## config.mk

```make
export PLATFORM = sky130hd
export DESIGN_NAME = sensing_filter_multi
export DESIGN_NICKNAME = d
export VERILOG_FILES = /design/src/rtl/sensing_filter_multi.sv
export SDC_FILE = /design/constraint.sdc
export NUM_CORES = 1
export LEC_CHECK = 0
export BUFFER_PORTS_ARGS = -buffer_cell sky130_fd_sc_hd__buf_4
export CAP_MARGIN = 10
export CORE_ASPECT_RATIO = 1.2
export CORE_MARGIN = 5
export CORE_UTILIZATION = 54
export DETAILED_ROUTE_END_ITERATION = 8
export PLACE_DENSITY = 0.9
export SLEW_MARGIN = 10
export SYNTH_ARGS = -nofsm -noshare
export SYNTH_HDL_FRONTEND = slang
export SYNTH_SLANG_ARGS = --single-unit
```

## constraint.sdc

```tcl
create_clock -name clock -period 8.3 [get_ports clock]
set_input_delay 0.83 -clock clock [delete_from_list [all_inputs] [get_ports clock]]
set_output_delay 0.83 -clock clock [all_outputs]
set_load 0.01 [all_outputs]
```

## src/rtl/sensing_filter_multi.sv

```systemverilog
// Multi-channel ADC block averager with per-channel offset, gain, saturation
// and sticky over-limit flags; three-stage pipeline, one result per cycle.
module sensing_filter_multi #(
    parameter int N_CH     = 2,
    parameter int ADC_W    = 8,
    parameter int AVG_LOG2 = 4,
    parameter int GAIN_W   = 16,
    parameter int SHIFT    = 4,
    parameter int OUT_W    = 16
) (
    input  logic                    clock,
    input  logic                    reset,
    input  logic                    i_valid,
    input  logic [2:0]              i_ch,
    input  logic [ADC_W-1:0]        i_sample,
    input  logic [N_CH*ADC_W-1:0]   i_offset,
    input  logic [N_CH*GAIN_W-1:0]  i_gain,
    input  logic [N_CH*OUT_W-1:0]   i_limit,
    input  logic                    i_clear,
    output logic                    o_valid,
    output logic [2:0]              o_ch,
    output logic [OUT_W-1:0]        o_data,
    output logic [N_CH*OUT_W-1:0]   o_data_all,
    output logic [N_CH-1:0]         o_fault
);

    localparam int AW    = ADC_W + AVG_LOG2;
    localparam int CNT_W = (AVG_LOG2 > 0) ? AVG_LOG2 : 1;
    localparam int DW    = ADC_W + 1;
    localparam int PW    = DW + GAIN_W + 1;
    localparam int CW    = ((PW > OUT_W) ? PW : OUT_W) + 1;

    logic [AW-1:0]    acc_q [N_CH];
    logic [AW-1:0]    acc_d [N_CH];
    logic [CNT_W-1:0] cnt_q [N_CH];
    logic [CNT_W-1:0] cnt_d [N_CH];

    logic             s0_valid_q, s0_valid_d;
    logic [2:0]       s0_ch_q, s0_ch_d;
    logic [ADC_W-1:0] s0_avg_q, s0_avg_d;

    logic                 s1_valid_q, s1_valid_d;
    logic [2:0]           s1_ch_q, s1_ch_d;
    logic signed [DW-1:0] s1_diff_q, s1_diff_d;

    logic                    o_valid_q, o_valid_d;
    logic [2:0]              o_ch_q, o_ch_d;
    logic signed [OUT_W-1:0] o_data_q, o_data_d;
    logic [N_CH*OUT_W-1:0]   all_q, all_d;
    logic [N_CH-1:0]         fault_q, fault_d;

    logic                    accept, last;
    logic [AW-1:0]           sel_acc, sum;
    logic [CNT_W-1:0]        sel_cnt;
    logic [ADC_W-1:0]        sel_off;
    logic [GAIN_W-1:0]       sel_gain;
    logic signed [OUT_W-1:0] sel_lim, sat;
    logic signed [PW-1:0]    prod, shifted;
    logic signed [CW-1:0]    wide, max_c, min_c;

    // Stage 0: accumulate; a block completes on the counter's all-ones value
    always_comb begin
        sel_acc = '0;
        sel_cnt = '0;
        for (int k = 0; k < N_CH; k++) begin
            if (i_ch == 3'(k)) begin
                sel_acc = acc_q[k];
                sel_cnt = cnt_q[k];
            end
        end
        accept = i_valid && ({1'b0, i_ch} < 4'(N_CH));
        sum    = sel_acc + AW'(i_sample);
        last   = (AVG_LOG2 == 0) || (&sel_cnt);
        for (int k = 0; k < N_CH; k++) begin
            acc_d[k] = acc_q[k];
            cnt_d[k] = cnt_q[k];
            if (accept && i_ch == 3'(k)) begin
                acc_d[k] = last ? '0 : sum;
                cnt_d[k] = last ? '0 : sel_cnt + CNT_W'(1);
            end
        end
        s0_valid_d = accept && last;
        s0_ch_d    = s0_ch_q;
        s0_avg_d   = s0_avg_q;
        if (accept && last) begin
            s0_ch_d  = i_ch;
            s0_avg_d = sum[AW-1:AVG_LOG2];
        end
    end

    always_comb begin
        sel_off = '0;
        for (int k = 0; k < N_CH; k++) begin
            if (s0_ch_q == 3'(k)) sel_off = i_offset[k*ADC_W +: ADC_W];
        end
        s1_valid_d = s0_valid_q;
        s1_ch_d    = s0_valid_q ? s0_ch_q : s1_ch_q;
        s1_diff_d  = s1_diff_q;
        if (s0_valid_q) begin
            s1_diff_d = $signed({1'b0, s0_avg_q}) - $signed({1'b0, sel_off});
        end
    end

    // Stage 2: full-precision product, floor shift, clamp to OUT_W
    always_comb begin
        sel_gain = '0;
        sel_lim  = '0;
        for (int k = 0; k < N_CH; k++) begin
            if (s1_ch_q == 3'(k)) begin
                sel_gain = i_gain[k*GAIN_W +: GAIN_W];
                sel_lim  = $signed(i_limit[k*OUT_W +: OUT_W]);
            end
        end
        prod    = PW'(s1_diff_q) * PW'($signed({1'b0, sel_gain}));
        shifted = prod >>> SHIFT;
        wide    = CW'(shifted);
        max_c   = {{(CW-OUT_W+1){1'b0}}, {(OUT_W-1){1'b1}}};
        min_c   = {{(CW-OUT_W+1){1'b1}}, {(OUT_W-1){1'b0}}};
        if (wide > max_c)      sat = max_c[OUT_W-1:0];
        else if (wide < min_c) sat = min_c[OUT_W-1:0];
        else                   sat = wide[OUT_W-1:0];

        o_valid_d = s1_valid_q;
        o_ch_d    = s1_valid_q ? s1_ch_q : o_ch_q;
        o_data_d  = s1_valid_q ? sat : o_data_q;
        all_d     = all_q;
        fault_d   = i_clear ? '0 : fault_q;
        for (int k = 0; k < N_CH; k++) begin
            if (s1_valid_q && s1_ch_q == 3'(k)) begin
                all_d[k*OUT_W +: OUT_W] = sat;
                if (sat > sel_lim) fault_d[k] = 1'b1;
            end
        end
    end

    always_ff @(posedge clock or posedge reset) begin
        if (reset) begin
            for (int k = 0; k < N_CH; k++) begin
                acc_q[k] <= '0;
                cnt_q[k] <= '0;
            end
            s0_valid_q <= 1'b0;
            s0_ch_q    <= '0;
            s0_avg_q   <= '0;
            s1_valid_q <= 1'b0;
            s1_ch_q    <= '0;
            s1_diff_q  <= '0;
            o_valid_q  <= 1'b0;
            o_ch_q     <= '0;
            o_data_q   <= '0;
            all_q      <= '0;
            fault_q    <= '0;
        end else begin
            for (int k = 0; k < N_CH; k++) begin
                acc_q[k] <= acc_d[k];
                cnt_q[k] <= cnt_d[k];
            end
            s0_valid_q <= s0_valid_d;
            s0_ch_q    <= s0_ch_d;
            s0_avg_q   <= s0_avg_d;
            s1_valid_q <= s1_valid_d;
            s1_ch_q    <= s1_ch_d;
            s1_diff_q  <= s1_diff_d;
            o_valid_q  <= o_valid_d;
            o_ch_q     <= o_ch_d;
            o_data_q   <= o_data_d;
            all_q      <= all_d;
            fault_q    <= fault_d;
        end
    end

    assign o_valid    = o_valid_q;
    assign o_ch       = o_ch_q;
    assign o_data     = o_data_q;
    assign o_data_all = all_q;
    assign o_fault    = fault_q;

endmodule

```

==> metrics, run 1 <==
Slowest cell on crit path fa_1; Multi-input gate area about 7600 µm²; Sequential Power Share between 20% and 30%; full die area ~23,000 µm²; post-synthesis register bit count between 100 and 150; Critical Path RT ~8.5 ns; status complete, no violations; via count 9,595; total number of H-tree levels 3; register area share after synthesis 25.4%; period utilisation layout 94.9%; layout cell share with drive strength beyond 1 17.1%; vias in the first global route about 10k; first-pass GRT wire length around 49 mm; family with the most delay on the worst path adder cells; FF/Latch Area ~2800 µm²; Mapped Area approximately 11,000 µm²; Root Driver clkbuf_16; share of flip-flops with an asynchronous set or reset 100%; WHS Endpoint acc_q[22]$_DFFE_PP0P_; Max Slew Vio Count 0; syn_nets between 1.5k and 2k; final setup margin roughly 0.42 ns; clock latency on the worst-skew pair roughly 0.34 ns; # rows 57; Layout Cells excl Fill roughly 1.6k; hold path cells 2; Sw Pwr 1.33 mW; Hold/Removal Path Class reg -> reg; Clk pwr share 14.4%; R2R Setup Slk approximately 0.42 ns; FF-to-FF End o_fault[1]$_DFF_PP0_; Avg Cell Area, Syn around 9 µm²; port buffer count between 100 and 150; Synthesis Warnings 0; DRT iter0 DRCs roughly 940; Int Pwr roughly 1.4 mW; number of remaining DRC errors 0; Final Net Count between 1.5k and 2k; clk slew on worst S/H paths ~0.070 ns; final setup vio count 0; post-layout util between 60% and 70%; clk_skew 0.0122 ns; ys flop type dfrtp_1; cells after synthesis about 1.2k; hold path start acc_q[22]$_DFFE_PP0P_; Comb pwr share between 60 and 70%; diode count 0; setup TNS 0 ns; CTS Buffer Depth 2; total track usage about a quarter; Vias/cell between 5 and 6; drt pass-1 iters 5; gpl congestion between 0.9 and 1; WP data arrival 8.10 ns; CTS tree yes; initial antenna violation count 0; final hold violations 0; GRT Residual Overflow 0; TritonCTS Buffers 9; WHS about 0.48 ns; worst setup path class reg -> reg; LEAKAGE 6.13 nW; area of the core between 20,000 and 25,000 µm²; Bufs and invs on worst path 3; width of the chip ~140 µm; Die Ht 166 µm; remaining max-slew budget at the tightest pin between 10% and 20%; drt wl/cell roughly 18 µm; Worst Reg2Reg Path Length in Cells 28; PwrDens about 210 nW/µm²; Setup crit end kind flop; Fill cells about 1.7k; Worst-Margin Slew between 1 and 1.5 ns; reg2reg start s1_ch_q[2]$_DFFE_PP0P_; CTS Sinks between 100 and 150; RSZ-0062 raised after global routing false; antenna violation net count after detailed routing 0; Inst Count DP 1,591; Area growth syn-to-layout 15.8%; Most Frequent Cell on Critical Path fa_1; routed wire length ~30 mm; Max Fanout on Critical Path 20; Slowest Stage Delay on Critical Path 0.60 ns; DP HPWL between 20 and 25 mm; Starting Density 54.4%; fmax 0.127 GHz; Synth cell types 54; Sw Share between 40% and 50%; Worst VDD drop 0.185 mV; largest net degree at the start of global routing 75; max-cap viol count 0; # IOs about 150; min Tclk post-route 7.88 ns; Placement Setup Slack roughly 0.24 ns; Post-synth EDFFs 0; CP startpoint kind flop
==> layer usage <==
metal,up-vias,GRT usage (%),wire [µm]
met5,-,0,0
met4,0,8.89,1070
met3,98,4.29,2130
met2,411,44.5,15100
met1,4685,31.7,11300
li1,4401,-,-
==> cells in the mapped netlist, drive strengths merged (13+ instances only) <==
master | instances | share of area [%]
nand3 | 14 | 0.69
o21ai | 58 | 2.7
nor2b | 29 | 1.7
nand2b | 14 | 0.80
dfrtp | 111 | 25
a31oi | 38 | 2.2
a22oi | 23 | 1.6
fa | 101 | 18
clkbuf | 43 | 1.5
a21o | 13 | 0.89
nor3 | 13 | 0.64
xnor2 | 20 | 1.7
o31ai | 13 | 0.89
mux2 | 18 | 1.9
a21oi | 62 | 2.9
nand2 | 147 | 5.0
ha | 99 | 11
and2 | 53 | 3.0
inv | 108 | 3.7
a311oi | 24 | 1.9
nor2 | 96 | 3.3
a22o | 25 | 2.0
==> per-stage QoR <==
step           power, mW  instance area [µm²]
6_report            2.71                12700
5_1_grt             2.91                12700
4_1_cts             2.67                12600
3_5_place_dp        2.27                12400
3_3_place_gp        2.24                12400
2_1_floorplan       1.76                10900
==> how the worst max path moves through the flow <==
stage | end | cells after the start | from
2_1_floorplan | o_fault[0]$_DFF_PP0_ | 29 | s1_ch_q[2]$_DFFE_PP0P_
3_3_place_gp | o_fault[0]$_DFF_PP0_ | 28 | i_gain[26]
3_5_place_dp | o_fault[1]$_DFF_PP0_ | 28 | i_gain[26]
4_1_cts | o_fault[1]$_DFF_PP0_ | 31 | s1_ch_q[2]$_DFFE_PP0P_
5_1_grt | o_fault[1]$_DFF_PP0_ | 30 | s1_ch_q[2]$_DFFE_PP0P_
6_report | o_fault[1]$_DFF_PP0_ | 28 | s1_ch_q[2]$_DFFE_PP0P_
==> power groups by stage <==
stage / clock (mW) / sequential (mW) / combinational (mW)
6_report: 0.391 / 0.579 / 1.74
5_1_grt: 0.421 / 0.582 / 1.91
4_1_cts: 0.396 / 0.578 / 1.70
3_5_place_dp: 0 / 0.589 / 1.68
3_3_place_gp: 0 / 0.586 / 1.65
2_1_floorplan: 0 / 0.585 / 1.18
==> cells in the final DEF, fill, tap and decap left out, types with 24 or more instances in the layout <==
| cell | n |
|---|---|
| ha_1 | 98 |
| o21ai_0 | 55 |
| buf_4 | 171 |
| nor2b_1 | 29 |
| dfrtp_1 | 111 |
| nand2_1 | 147 |
| a21oi_1 | 60 |
| a311oi_1 | 24 |
| inv_1 | 105 |
| nor2_1 | 96 |
| and2_1 | 51 |
| fa_1 | 101 |
| a31oi_1 | 38 |
==> kinds of logic after synthesis <==
| kind of cell | Yosys count | synth area share [%] |
|---|---|---|
| flops | 111 | 25.4 |
| simple gates | 393 | 16.9 |
| buf+inv | 164 | 5.77 |
| fa+ha+maj | 200 | 29.8 |
| compound gates | 290 | 17.6 |
| xor+xnor | 32 | 2.63 |
| mux | 19 | 1.94 |
==> flip-flops by register name, summed over array words and instances (netlist names) <==
| name | count |
|---|---|
| s0_valid_q | 1 |
| s0_avg_q | 8 |
| cnt_q | 8 |
| o_valid | 1 |
| s1_ch_q | 3 |
| o_data | 16 |
| o_valid_d | 1 |
| o_data_all | 32 |
| s0_ch_q | 3 |
| o_ch | 3 |
| o_fault | 2 |
| acc_q | 24 |
| s1_diff_q | 9 |
==> area by class of cell <==
cell class                 instances  area share (%)
clock inverter                     3           0.168
multi-input combinational        934            59.9
timing repair buffer             173            10.3
tap                              265            2.62
inverter                         109            3.25
sequential                       111            21.9
clock buffer                      12            1.87
==> tightest hold or removal path, delay by kind of cell (launching register included) <==
family,cells,cell delay (ns)
AOI/OAI and AO/OA,1,0.05
DFF,1,0.34
and+or+nand+nor,1,0.05
==> timing repair <==
item	4_1_cts	5_1_grt
setup endpoints to repair	0	2
gates resized for setup	0	15
hold endpoints to repair	0	0
hold buffers	0	0
setup buffers	0	1
Power figures use the tool's default switching activity.
==> run 2, diff against run 1 <==
Settings changed: ABC_AREA set to 1, PLACE_DENSITY 0.9 to 0.89.
==> run 2 against run 1 <==
Against the previous run:
- synthesized area grew 1.1%
- largest power group unchanged
- cell count rose by 14%
- critical path type unchanged
- clock-buffer cell count shrank 3
- critical path depth increased by 8
- via count rose by 2.1%
- critical endpoint unchanged
- sequential power hardly changed
- clock power grew 8.7%
- total power up 72%
- final area grew 0.12%
- combinational power up 110%
- die area rose by 0.98%
==> metrics, run 2 <==
Synthesis Warnings 0; worst setup path class reg -> reg; PwrDens 367 nW/µm²; final hold violations 0; period utilisation layout between 90 and 100%; ys flop type dfrtp_1; width of the chip approximately 140 µm; first-pass GRT wire length roughly 50 mm; Worst-Margin Slew around 0.91 ns; WHS between 0.4 and 0.5 ns; CTS Sinks 111; area of the core between 20,000 and 25,000 µm²; max layer used met4; min Tclk post-route 7.75 ns; post-synthesis mux area share 0.679%; Sw Share a little over half; Synth Area in XOR/XNOR about 2.1%; # rows 57; clock latency on the worst-skew pair around 0.36 ns; Final Net Count roughly 1.9k; Max Slew Vio Count 0; RSZ-0062 raised after global routing false; number of remaining DRC errors 0; final setup vio count 0; R2R Setup Slk 0.55 ns; gpl congestion 1.03; max-cap viol count 0; FF/Latch Area ~2800 µm²; hold_buf cts 0; Int Pwr between 2 and 2.5 mW; Placement Setup Slack between 0.4 and 0.5 ns; overall power 4.66 mW; Synth Area in Compound Gates under 10%; largest net degree at the start of global routing between 70 and 80; DP HPWL 23.7 mm; clk slew on worst S/H paths ~0.080 ns; WP data arrival roughly 8.0 ns; Die Ht between 150 and 200 µm; simple-gate share of the synthesized area 23.5%; Starting Density 54.8%; antenna violation net count after detailed routing 0; TritonCTS Buffers 9; Synth top area share 25.1%; setup TNS 0 ns; Setup crit end kind flop; Avg Cell Area, Syn roughly 7.7 µm²; via count around 9.8k; Sequential Power Share 12.5%; Layout Cells excl Fill ~1.8k; LEAKAGE between 6 and 7 nW; Slowest Stage Delay on Critical Path slightly above 0.6 ns; Post-synth EDFFs 0; CP startpoint kind flop; main combinational cell family by area after synthesis adder cells; drt wl/cell around 16 µm; Critical Path RT about 8.6 ns; status complete, no violations; Vias/cell between 5 and 6; met3 wire length about 1.4 mm; cells after synthesis 1,435; layout cell share with drive strength beyond 1 between 10% and 20%; total length of routed met2 wires roughly 16 mm; share of flip-flops with an asynchronous set or reset 100%; Sw Pwr approximately 2.6 mW; # IOs 149; Inst Count DP roughly 1.8k; top area cells in the synthesized netlist dfrtp_1 25%, fa_1 18%, nand2_1 14%; total track usage between 20% and 30%; Hold/Removal Path Class in -> async; Area growth syn-to-layout 14.7%; most frequent cells in the layout 400 x nand2_1, 243 x inv_1, 155 x buf_4; Slowest cell on crit path fa_1; clk_skew roughly 0.012 ns; synth cell count leaders 400 x nand2_1, 245 x inv_1, 139 x nor2_1; Comb pwr share between 70% and 80%; fmax about 0.13 GHz; routed wire length roughly 30 mm; most common cell in the synthesized netlist nand2_1; post-layout util 62.8%; final setup margin 0.549 ns; leading area contributor after synthesis dfrtp_1; final design instance area without fill roughly 13,000 µm²; post-synthesis register bit count 111; DP Area between 10,000 and 15,000 µm²; Synth cell types 43; remaining max-slew budget at the tightest pin between 30% and 40%; Fill cells ~1.7k; CTS tree yes; Root Driver clkbuf_16; full die area 23,500 µm²; Multi-input gate area a little over 7000 µm²; area share of fa/ha/maj cells after synthesis between 20 and 30%; register area share after synthesis 25.1%; vias in the first global route 10.4k; GRT Residual Overflow 0; DRT iter0 DRCs 718; metal1 wirelength around 11 mm; Worst VDD drop between 0.3 and 0.4 mV; CTS Buffer Depth 2; port buffer count 148; Clk pwr share 9.1%; Mapped Area ~11,000 µm²; Max Fanout on Critical Path 17; syn_nets roughly 1.7k; max reg flops 32; most common cell after layout, fill and taps aside nand2_1; initial antenna violation count 0; total number of H-tree levels 3; diode count 0; drt pass-1 iters 5
-- run 2: cell types whose count changed in the layout (fill, tap and decap cells not counted), sizes merged, moves of 14 or more --
cell,previous run,this run
nand2,147,427
inv,108,251
and2,53,3
nor2,96,143
a31oi,38,3
a21oi,62,32
nor2b,29,0
nand3,14,40
a311oi,24,0
a22oi,23,2
o21ai,58,78
buf,173,155
nand2b,14,0
-- run 2: cells by family after synthesis --
family | after synthesis
AOI/OAI and AO/OA | 163
xor gates and xnor gates | 26
adders and majority gates | 200
buffers and inverters | 293
DFF | 111
muxes | 5
and+or+nand+nor | 637
-- run 2: power groups by stage --
stage	clock, mW	sequential, mW	combinational (mW)
after floorplan	0	0.587	2.75
after global placement	0	0.589	3.48
after detailed placement	0	0.591	3.55
after CTS	0.428	0.581	3.59
after global routing	0.454	0.584	4.12
final	0.425	0.581	3.65
-- run 2: worst max-delay path, delay by kind of cell (launching register included) --
family                   cells  cell delay [ns]
flip-flops                   1             0.39
AND/OR/NAND/NOR             15             1.73
buffers and inverters        8             1.06
XOR/XNOR                     1             0.28
adder cells (fa/ha/maj)      7             3.27
AO/OA/AOI/OAI                5             0.92
-- run 2: layout make-up --
class / instances / area share (%)
Timing Repair Buffer: 155 / 9.18
Multi-Input combinational cell: 1031 / 56.6
Clock inverter: 7 / 0.493
Sequential cell: 111 / 21.9
Tap cell: 265 / 2.61
Clock buffer: 9 / 1.78
Inverter: 250 / 7.45
-- run 2: worst paths after layout --
check / from / cells after the start / end
setup reg to reg: s1_ch_q[2]$_DFFE_PP0P_ / 36 / o_fault[1]$_DFF_PP0_
hold / removal: reset / 2 / o_valid$_DFF_PP0_
max in group asynchronous: reset / 3 / o_ch[0]$_DFFE_PP0P_
min in group clock: o_data_all[24]$_DFFE_PP0P_ / 2 / o_data_all[24]$_DFFE_PP0P_
hold reg to reg: o_data_all[24]$_DFFE_PP0P_ / 2 / o_data_all[24]$_DFFE_PP0P_
setup / recovery: s1_ch_q[2]$_DFFE_PP0P_ / 36 / o_fault[1]$_DFF_PP0_
-- run 2: routing by layer --
layer | track usage, % | vias up
met2 | 46.4 | 352
met4 | 13.9 | 0
li1 | - | 4668
met1 | 29.2 | 4663
met3 | 4.67 | 111
met5 | 0 | -
-- run 2: repair_timing --
| action | 4_1_cts | 5_1_grt |
|---|---|---|
| buffers inserted | 0 | 3 |
| resized for setup | 0 | 5 |
| setup endpoints to repair | 0 | 2 |
